<file path="config.mk">
export PLATFORM = sky130hd
export DESIGN_NAME = knob_quadrature_emitter
export DESIGN_NICKNAME = d
export VERILOG_FILES = /design/src/rtl/knob_quadrature_emitter_pkg.sv /design/src/rtl/knob_quadrature_emitter_quad_phase_timer.sv /design/src/rtl/knob_quadrature_emitter.sv
export SDC_FILE = /design/constraint.sdc
export NUM_CORES = 1
export LEC_CHECK = 0
export ABC_CLOCK_PERIOD_IN_PS = 3200
export CORE_AREA = 2 2 69 71
export CTS_BUF_LIST = sky130_fd_sc_hd__clkbuf_8
export DETAILED_ROUTE_END_ITERATION = 8
export DIE_AREA = 0 0 71 73
export GPL_TIMING_DRIVEN = 0
export PLACE_DENSITY = 0.8
export SLEW_MARGIN = 10
export SYNTH_ARGS = -nofsm -noshare
export SYNTH_HDL_FRONTEND = slang
export SYNTH_SLANG_ARGS = --single-unit
</file>
<file path="constraint.sdc">
create_clock -name qzt_clk -period 3.2 [get_ports qzt_clk]
set_clock_uncertainty 0.2 [all_clocks]
set_input_delay 0.48 -clock qzt_clk [delete_from_list [all_inputs] [get_ports qzt_clk]]
set_output_delay 0.48 -clock qzt_clk [all_outputs]
set_load 0.03 [all_outputs]
</file>
<file path="src/rtl/knob_quadrature_emitter_pkg.sv">
// Shared types for the quadrature emitter: FSM states, direction codes
// and the per-direction phase -> (A,B) line table.
package knob_quadrature_emitter_pkg;

  localparam int unsigned POS_W = 12;

  localparam logic DIR_CW  = 1'b1;
  localparam logic DIR_CCW = 1'b0;

  typedef enum logic [2:0] {
    IDLE = 3'd0,
    PH1  = 3'd1,
    PH2  = 3'd2,
    PH3  = 3'd3,
    PH4  = 3'd4
  } state_t;

  typedef struct packed {
    logic a;
    logic b;
  } quad_lines_t;

  // Every detent leaves from and returns to (0,0); CW leads with B, CCW with A.
  function automatic quad_lines_t phase_lines(input state_t st, input logic dir);
    quad_lines_t l;
    l.a = 1'b0;
    l.b = 1'b0;
    case (st)
      PH1: begin
        l.a = (dir == DIR_CW) ? 1'b0 : 1'b1;
        l.b = (dir == DIR_CW) ? 1'b1 : 1'b0;
      end
      PH2: begin
        l.a = 1'b1;
        l.b = 1'b1;
      end
      PH3: begin
        l.a = (dir == DIR_CW) ? 1'b1 : 1'b0;
        l.b = (dir == DIR_CW) ? 1'b0 : 1'b1;
      end
      default: begin
        l.a = 1'b0;
        l.b = 1'b0;
      end
    endcase
    return l;
  endfunction

endpackage

</file>
<file path="src/rtl/knob_quadrature_emitter_quad_phase_timer.sv">
// Phase timer: counts 0..PHASE_TICKS-1, flags the last tick, restarts on clear.
module knob_quadrature_emitter_quad_phase_timer #(
  parameter int unsigned PHASE_TICKS = 1000
) (
  input  logic clk,
  input  logic rst_n,
  input  logic clear,
  output logic tick_last_c
);

  localparam int unsigned TW = (PHASE_TICKS > 1) ? $clog2(PHASE_TICKS) : 1;

  logic [TW-1:0] count;

  assign tick_last_c = (count == TW'(PHASE_TICKS - 1));

  always_ff @(posedge clk) begin
    if (!rst_n) begin
      count <= '0;
    end else if (clear || tick_last_c) begin
      count <= '0;
    end else begin
      count <= count + TW'(1);
    end
  end

endmodule

</file>
<file path="src/rtl/knob_quadrature_emitter.sv">
// Rotary encoder emulator: turns step commands into rotA/rotB quadrature detents,
// tracking remaining detents and a wrapping signed position.
module knob_quadrature_emitter
  import knob_quadrature_emitter_pkg::*;
#(
  parameter int unsigned PHASE_TICKS = 1000,
  parameter int unsigned CNT_W       = 8
) (
  input  logic                    qzt_clk,
  input  logic                    rst_n,
  input  logic                    cmd_valid,
  output logic                    cmd_ready,
  input  logic                    cmd_dir,
  input  logic [CNT_W-1:0]        cmd_count,
  input  logic                    abort,
  output logic                    rotA,
  output logic                    rotB,
  output logic                    busy,
  output logic                    done,
  output logic [CNT_W-1:0]        steps_left,
  output logic signed [POS_W-1:0] position
);

  state_t                    state, state_next;
  logic                      dir_q, dir_next;
  logic [CNT_W-1:0]          steps_next;
  logic signed [POS_W-1:0]   pos_next;
  logic                      abort_pending, abort_next;
  logic                      done_next, busy_next, ready_next;
  quad_lines_t               lines_next;
  logic                      accept_c, tick_last_c, timer_clear_c;

  assign accept_c = cmd_valid && cmd_ready;

  // Timer restarts on every state change so each phase lasts exactly PHASE_TICKS.
  assign timer_clear_c = (state_next != state) || (state == IDLE);

  knob_quadrature_emitter_quad_phase_timer #(
    .PHASE_TICKS(PHASE_TICKS)
  ) u_timer (
    .clk        (qzt_clk),
    .rst_n      (rst_n),
    .clear      (timer_clear_c),
    .tick_last_c(tick_last_c)
  );

  always_comb begin
    state_next = state;
    dir_next   = dir_q;
    steps_next = steps_left;
    pos_next   = position;
    done_next  = 1'b0;
    abort_next = abort_pending;

    case (state)
      IDLE: begin
        if (accept_c) begin
          dir_next   = cmd_dir;
          steps_next = cmd_count;
          if (cmd_count != '0) begin
            state_next = PH1;
          end else begin
            done_next = 1'b1;
          end
        end
      end
      PH1: if (tick_last_c) state_next = PH2;
      PH2: if (tick_last_c) state_next = PH3;
      PH3: if (tick_last_c) state_next = PH4;
      PH4: begin
        if (tick_last_c) begin
          pos_next   = (dir_q == DIR_CCW) ? position - POS_W'(1) : position + POS_W'(1);
          steps_next = steps_left - CNT_W'(1);
          if ((steps_left == CNT_W'(1)) || abort_pending || abort) begin
            state_next = IDLE;
            done_next  = 1'b1;
          end else begin
            state_next = PH1;
          end
        end
      end
      default: state_next = IDLE;
    endcase

    // Abort only matters once a command is running; it never cuts a detent short.
    if (state_next == IDLE) begin
      abort_next = 1'b0;
    end else if (abort && (state != IDLE)) begin
      abort_next = 1'b1;
    end

    busy_next  = (state_next != IDLE);
    ready_next = (state_next == IDLE);
    lines_next = phase_lines(state, dir_q);
  end

  always_ff @(posedge qzt_clk) begin
    if (!rst_n) begin
      state         <= IDLE;
      dir_q         <= DIR_CW;
      steps_left    <= '0;
      position      <= '0;
      abort_pending <= 1'b0;
      done          <= 1'b0;
      busy          <= 1'b0;
      cmd_ready     <= 1'b1;
      rotA          <= 1'b0;
      rotB          <= 1'b0;
    end else begin
      state         <= state_next;
      dir_q         <= dir_next;
      steps_left    <= steps_next;
      position      <= pos_next;
      abort_pending <= abort_next;
      done          <= done_next;
      busy          <= busy_next;
      cmd_ready     <= ready_next;
      rotA          <= lines_next.a;
      rotB          <= lines_next.b;
    end
  end

endmodule

</file>
After elaboration in Yosys (flattened, before gate mapping)
Cells that the tools add are included.
{"block": "op_classes", "add_sub_neg": 4, "n_eq_ne": 9, "muxes": 20, "bitwise": 1, "reduce_logical": 17}
{"cell": "$mux 3", "n": 6}
{"cell": "$mux 8", "n": 2}
{"cell": "$pmux 8 s2", "n": 1}
{"cell": "$pmux 3 s5", "n": 1}
{"cell": "$add 12x2->12 const B", "n": 1}
{"cell": "$mux 12", "n": 1}
{"cell": "$sub 12x2->12 const B", "n": 1}
{"cell": "$add 10x1->10 const B", "n": 1}
{"cell": "$eq 10x10->1 const B", "n": 1}
{"cell": "$eq 8x1->1 const B", "n": 1}
{"cell": "$reduce_bool 8->1", "n": 1}
{"cell": "$sub 8x1->8 const B", "n": 1}
{"cell": "$mux 1", "n": 7}
{"cell": "$eq 3x2->1 const B", "n": 2}
{"cell": "$logic_not 3->1", "n": 2}
{"cell": "$pmux 2 s3", "n": 1}
{"cell": "$reduce_bool 3->1", "n": 2}
{"cell": "$logic_or 1x1->1", "n": 4}
{"cell": "$reduce_and 2->1", "n": 2}
{"cell": "$reduce_or 2->1", "n": 2}
{"cell": "$eq 3x1->1 const B", "n": 1}
{"cell": "$eq 3x3->1 const B", "n": 1}
{"cell": "$ne 3x3->1", "n": 1}
{"cell": "$reduce_and 3->1", "n": 1}
{"cell": "6 further kinds", "n": 7}
{"block": "word_totals", "register_bits": 40}

Depth between registers and ports, before layout
{"block": "logic_depth", "word_depth": 10, "mapped_depth": 8, "ltp_nobuf": 7}

Cells and area by module
From an unflattened synthesis, not the netlist that was laid out.
{"block": "hier_totals", "hier_cells": 278, "area_unflattened_um2": 2316.0}
{"mod": "knob_quadrature_emitter", "instances": 1, "cells_each": 227, "area_per_inst_um2": 1860.5, "seq_area_each_um2": 600.6}
{"mod": "knob_quadrature_emitter_quad_phase_timer", "instances": 1, "cells_each": 51, "area_per_inst_um2": 455.4, "seq_area_each_um2": 200.2}

Worst setup path before layout
Ideal clock, no wire load.
{"block": "synth_timing", "kind": "reg-to-reg", "start": "register dir_q", "end": "register position[10]", "setup_time_ps": 122, "t_arrival_ps": 2022, "t_required_ps": 2878, "path_slack_ps": 856, "path_stages_with_launch": 9, "path_buffers": 1, "synth_period_minus_slack_ps": 2344, "path_cell_list": "dfxtp_1 > inv_1 > ha_1 > buf_2 > and4_1 > a211o_1 > o211ai_1 > a2111oi_0 > a311o_1"}
{"block": "synth_via", "elab_chain_len": 1}
{"item": "start, declared", "line": "knob_quadrature_emitter.sv:25", "rtl": "logic dir_q, dir_next;"}
{"item": "start signal, assigned", "line": "knob_quadrature_emitter.sv:111", "rtl": "dir_q <= dir_next;"}
{"item": "$mux 12", "line": "knob_quadrature_emitter.sv:72", "rtl": "pos_next = (dir_q == DIR_CCW) ? position - POS_W'(1) : position + POS_W'(1);"}
{"item": "end signal, assigned", "line": "knob_quadrature_emitter.sv:113", "rtl": "position <= pos_next;"}
{"item": "end, declared", "line": "knob_quadrature_emitter.sv:21", "rtl": "output logic signed [POS_W-1:0] position"}
Every way passes these cells.
A chain may end at the register's enable or synchronous reset.

Final worst setup path
{"block": "layout_timing", "start": "register dir_q", "end": "register position[11]"}
The elaborated chain is that of the path after synthesis.

==> results.md <==
| Parameter | Reported |
|---|---|
| Initial antenna violation count | 0 |
| Leakage power total | 0.00110 uW |
| Clock latency at the later pin of the worst-skew pair | 290 ps |
| Number of non-filler instances in the completed layout | 379 |
| Wire length of the first global-routing pass | 8980 microns |
| Number of diodes | 0 |
| CP Data Required Time | 3220 ps |
| # resized after CTS | 0 |
| Count of final max-slew check failures | 0 |
| Instance count along the most critical hold path | 1 |
| Setup Crit Path Kind | register to register |
| Final Core Density | 0.636 |
| Sequential area share after synthesis | 0.337 |
| Highest cell delay on the worst timing path | 570 ps |
| Buffers & Inverters on Critical Path | 1 |
| GRT overflow | 0 |
| CP endpoint | position[11] |
| Synthesized cell area | 2370 sq um |
| Number of logic stages on the critical path including buffering | 7 |
| Final sum of negative setup slack | 0 ps |
| CTS tree | yes |
| Path category of the worst min-delay check | register to register |
| HPWL after DPL | 3850 microns |
| Met1 Track Usage GR | 0.285 |
| R2R cell count | 7 |
| Most frequently used flop master after synthesis | sky130_fd_sc_hd__dfxtp_1 |
| Sort of element at the start of the critical path | register |
| Power per standard cell area | 364 nW/um^2 |
| Endpoint type of the worst setup path | register |
| Post-synthesis register bit count | 40 |
| Via Count | 2189 |
| Synth area leaders | sky130_fd_sc_hd__dfxtp_1 (34%), sky130_fd_sc_hd__ha_1 (6.8%), sky130_fd_sc_hd__nand2_1 (5.8%), sky130_fd_sc_hd__a21oi_1 (4.6%), sky130_fd_sc_hd__nor2_1 (4.4%) |
| PortBufs | 36 |
| Seq. cell area | 801 sq um |
| Critical-path cell list | inv_1, ha_1, a2111oi_0, o21ai_0, nand3_1, mux2i_1, mux2i_1 |
| Maximum frequency from static timing analysis | 374 MHz |
| Post-layout minimum cycle time | 2670 ps |
| Clock-pin slew reported for the worst setup and hold paths after clock tree synthesis | 80 ps |
| CP dominant cell by count | sky130_fd_sc_hd__mux2i_1 |
| Cell count after placement | 372 |
| Async SR Flop Fraction | 0 |
| Gr busiest metal | met2 |
| Max clock buf depth | 2 |
| Number of distinct standard cells referenced by the synthesized netlist | 55 |
| Highest-delay cell along the critical path | sky130_fd_sc_hd__a2111oi_0 |
| Number of buffers added by the clock tree synthesis step | 5 |
| Starting density of the core | 0.524 |
| Synthesized netlist net count | 309 |
| Maximum number of pins on one net before global-route repair | 14 |
| Setup Viol. Count Final | 0 |
| Headroom to the max-slew limit | 0.453 |
| Wire length per cell | 14.1 microns |
| Number of hold violations in the final report | 0 |
| Post-route antenna net violation count | 0 |
| Root cell of the clock tree | sky130_fd_sc_hd__clkbuf_8 |
| Overall die area | 5180 sq um |
| Number of warning messages in the yosys log | 0 |
| Startpoint of the lowest-slack register-to-register path | dir_q |
| Final Hold Slack | 249 ps |
| Filler Cell Count | 397 |
| Reg2Reg Setup Slack | 530 ps |
| Number of detailed-route iterations in the first pass | 4 |
| Fraction of layout instances using a drive strength above 1 | 0.0892 |
| Met2 Usage GRT | 0.344 |
| Max VDD drop | 298 uV |
| Layout-stage area growth over the synthesis result | 21.4% |
| CTS HTree Levels | 2 |
| Cell type with the largest total area after synthesis | sky130_fd_sc_hd__dfxtp_1 |
| Nets@finish | 352 |
| Number of instances in the synthesized netlist | 282 |
| Launch point of the critical path | dir_q |
| Number of rows created at floorplan | 25 |
| Arrival time worst endpoint | 2690 ps |
| Largest driver fanout on the critical path | 13 |
| Post-route fraction of the period consumed by the critical path | 0.836 |
| GR Util met3 | 0.0428 |
| EDFF count, synth | 0 |
| CTS Hold Bufs | 0 |
| Post-CTS Setup Bufs | 0 |
| Gpl congestion | 0.910 |
| Unrepaired setup endpoints after global routing | no |
| Slew @ Worst Pin | 814 ps |
| Iter 0 DRT Violations | 195 |
| Die span in y | 73 microns |
| Max-cap violations | 0 |
| Ranking of synthesized cells by instance count | sky130_fd_sc_hd__dfxtp_1 (40), sky130_fd_sc_hd__nand2_1 (37), sky130_fd_sc_hd__nor2_1 (28), sky130_fd_sc_hd__a21oi_1 (22), sky130_fd_sc_hd__ha_1 (13) |
| Clock sink total | 40 |
| Multi-input gate area in the final layout | 1470 sq um |
| Final WL | 5360 microns |
| Average vias per placed instance | 5.78 |
| Avg Cell Area, Syn | 8.42 sq um |
| Chip Width | 71 microns |
| Critical register-to-register path endpoint | position[11] |
| Result of the run | complete, no violations |
| Share of the synthesized area in the top cell type | 0.337 |
| Number of global-route vias before repair | 2021 |
| Kind of cell with the highest combined delay on the critical path | compound AO/OA/AOI/OAI gates |
| Residual DRC count | 0 |
| Number of I/O pins | 38 |
| Floorplan Core Area | 4540 sq um |
| Cell with the most instances after synthesis | sky130_fd_sc_hd__dfxtp_1 |
| Global-route usage over all layers | 0.213 |
[per-layer routing]
metal	wire, microns	vias up
li1	-	1112
met1	2560	1012
met2	2500	57
met3	240	8
met4	59	0
met5	0	-
[layout make-up]
class                           count  area share
Multi-Input combinational cell    223       0.508
Sequential cell                    40       0.278
Timing Repair Buffer               36       0.125
Buffer                             13      0.0295
Clock buffer                        5      0.0239
Tap cell                           54      0.0234
Inverter                            6     0.00781
Clock inverter                      2     0.00434
[how the worst min path moves through the flow]
stage | startpoint | to
4_1_cts | u_timer.count[0] | u_timer.count[0]
3_3_place_gp | u_timer.count[0] | u_timer.count[0]
5_1_grt | u_timer.count[0] | u_timer.count[0]
2_1_floorplan | u_timer.count[0] | u_timer.count[0]
6_report | u_timer.count[0] | u_timer.count[0]
3_5_place_dp | u_timer.count[0] | u_timer.count[0]
[placed cells by master, fill, tap and decap left out, types with 2 or more instances in the layout]
cell	instances
sky130_fd_sc_hd__o211ai_1	6
sky130_fd_sc_hd__nand4_1	7
sky130_fd_sc_hd__nand3_1	7
sky130_fd_sc_hd__a211o_1	2
sky130_fd_sc_hd__clkbuf_1	4
sky130_fd_sc_hd__clkdlybuf4s50_1	36
sky130_fd_sc_hd__inv_1	6
sky130_fd_sc_hd__a21oi_1	22
sky130_fd_sc_hd__nor2b_1	2
sky130_fd_sc_hd__buf_6	4
sky130_fd_sc_hd__dfxtp_1	40
sky130_fd_sc_hd__and2_1	2
sky130_fd_sc_hd__nand2_1	37
sky130_fd_sc_hd__and4_1	2
sky130_fd_sc_hd__a31oi_1	5
sky130_fd_sc_hd__mux2i_1	2
sky130_fd_sc_hd__nor4_1	4
sky130_fd_sc_hd__ha_1	13
sky130_fd_sc_hd__nor3_1	6
sky130_fd_sc_hd__clkbuf_8	5
sky130_fd_sc_hd__and3_1	4
sky130_fd_sc_hd__nand2b_1	6
sky130_fd_sc_hd__buf_2	5
sky130_fd_sc_hd__xor2_1	10
sky130_fd_sc_hd__a2111oi_0	2
sky130_fd_sc_hd__a311o_1	2
sky130_fd_sc_hd__o22ai_1	2
sky130_fd_sc_hd__nand3_2	2
sky130_fd_sc_hd__o21a_1	2
sky130_fd_sc_hd__o221a_2	2
sky130_fd_sc_hd__o21ai_0	10
sky130_fd_sc_hd__a21o_1	3
sky130_fd_sc_hd__or3_1	2
sky130_fd_sc_hd__a211oi_1	2
sky130_fd_sc_hd__nor2_1	28
sky130_fd_sc_hd__xnor2_1	8
[sequential cells by signal, indices dropped and copies added (netlist names)]
register and count:
position 12, u_timer.count 10, steps_left 8, state 3
abort_pending 1, busy 1, cmd_ready 1, dir_q 1
done 1, rotA 1, rotB 1
[power by group]
group | total, uW | internal, uW | leakage [uW] | switching [uW]
Clock | 325 | 148 | 0.0000400 | 177
Sequential | 531 | 514 | 0.000325 | 17.6
Combinational | 194 | 79.2 | 0.000737 | 115
[cells by family (layout without fill, tap and decap cells)]
| family | after synthesis | count (layout) | share of synthesized area |
|---|---|---|---|
| mux | 2 | 2 | 0.00843 |
| simple gates | 119 | 119 | 0.266 |
| fa+ha+maj | 14 | 14 | 0.0769 |
| xor+xnor | 18 | 18 | 0.0664 |
| flops | 40 | 40 | 0.337 |
| compound gates | 70 | 70 | 0.200 |
| buf+inv | 19 | 62 | 0.0453 |
[through the flow]
step           instance area [sq um]  worst slack [ps]  power (uW)
6_report                        2880               525        1050
5_1_grt                         2880               193        1090
4_1_cts                         2880               543        1050
3_5_place_dp                    2800               568         734
3_3_place_gp                    2800               577         732
2_1_floorplan                   2370               856         667
[worst reg2reg max path: stages (launching register included)]
cell and delay, ps:
sky130_fd_sc_hd__dfxtp_1 340, sky130_fd_sc_hd__inv_1 360, sky130_fd_sc_hd__ha_1 380, sky130_fd_sc_hd__a2111oi_0 570, sky130_fd_sc_hd__o21ai_0 180, sky130_fd_sc_hd__nand3_1 150
sky130_fd_sc_hd__mux2i_1 240, sky130_fd_sc_hd__mux2i_1 200
(Power assumes the default switching activity.)
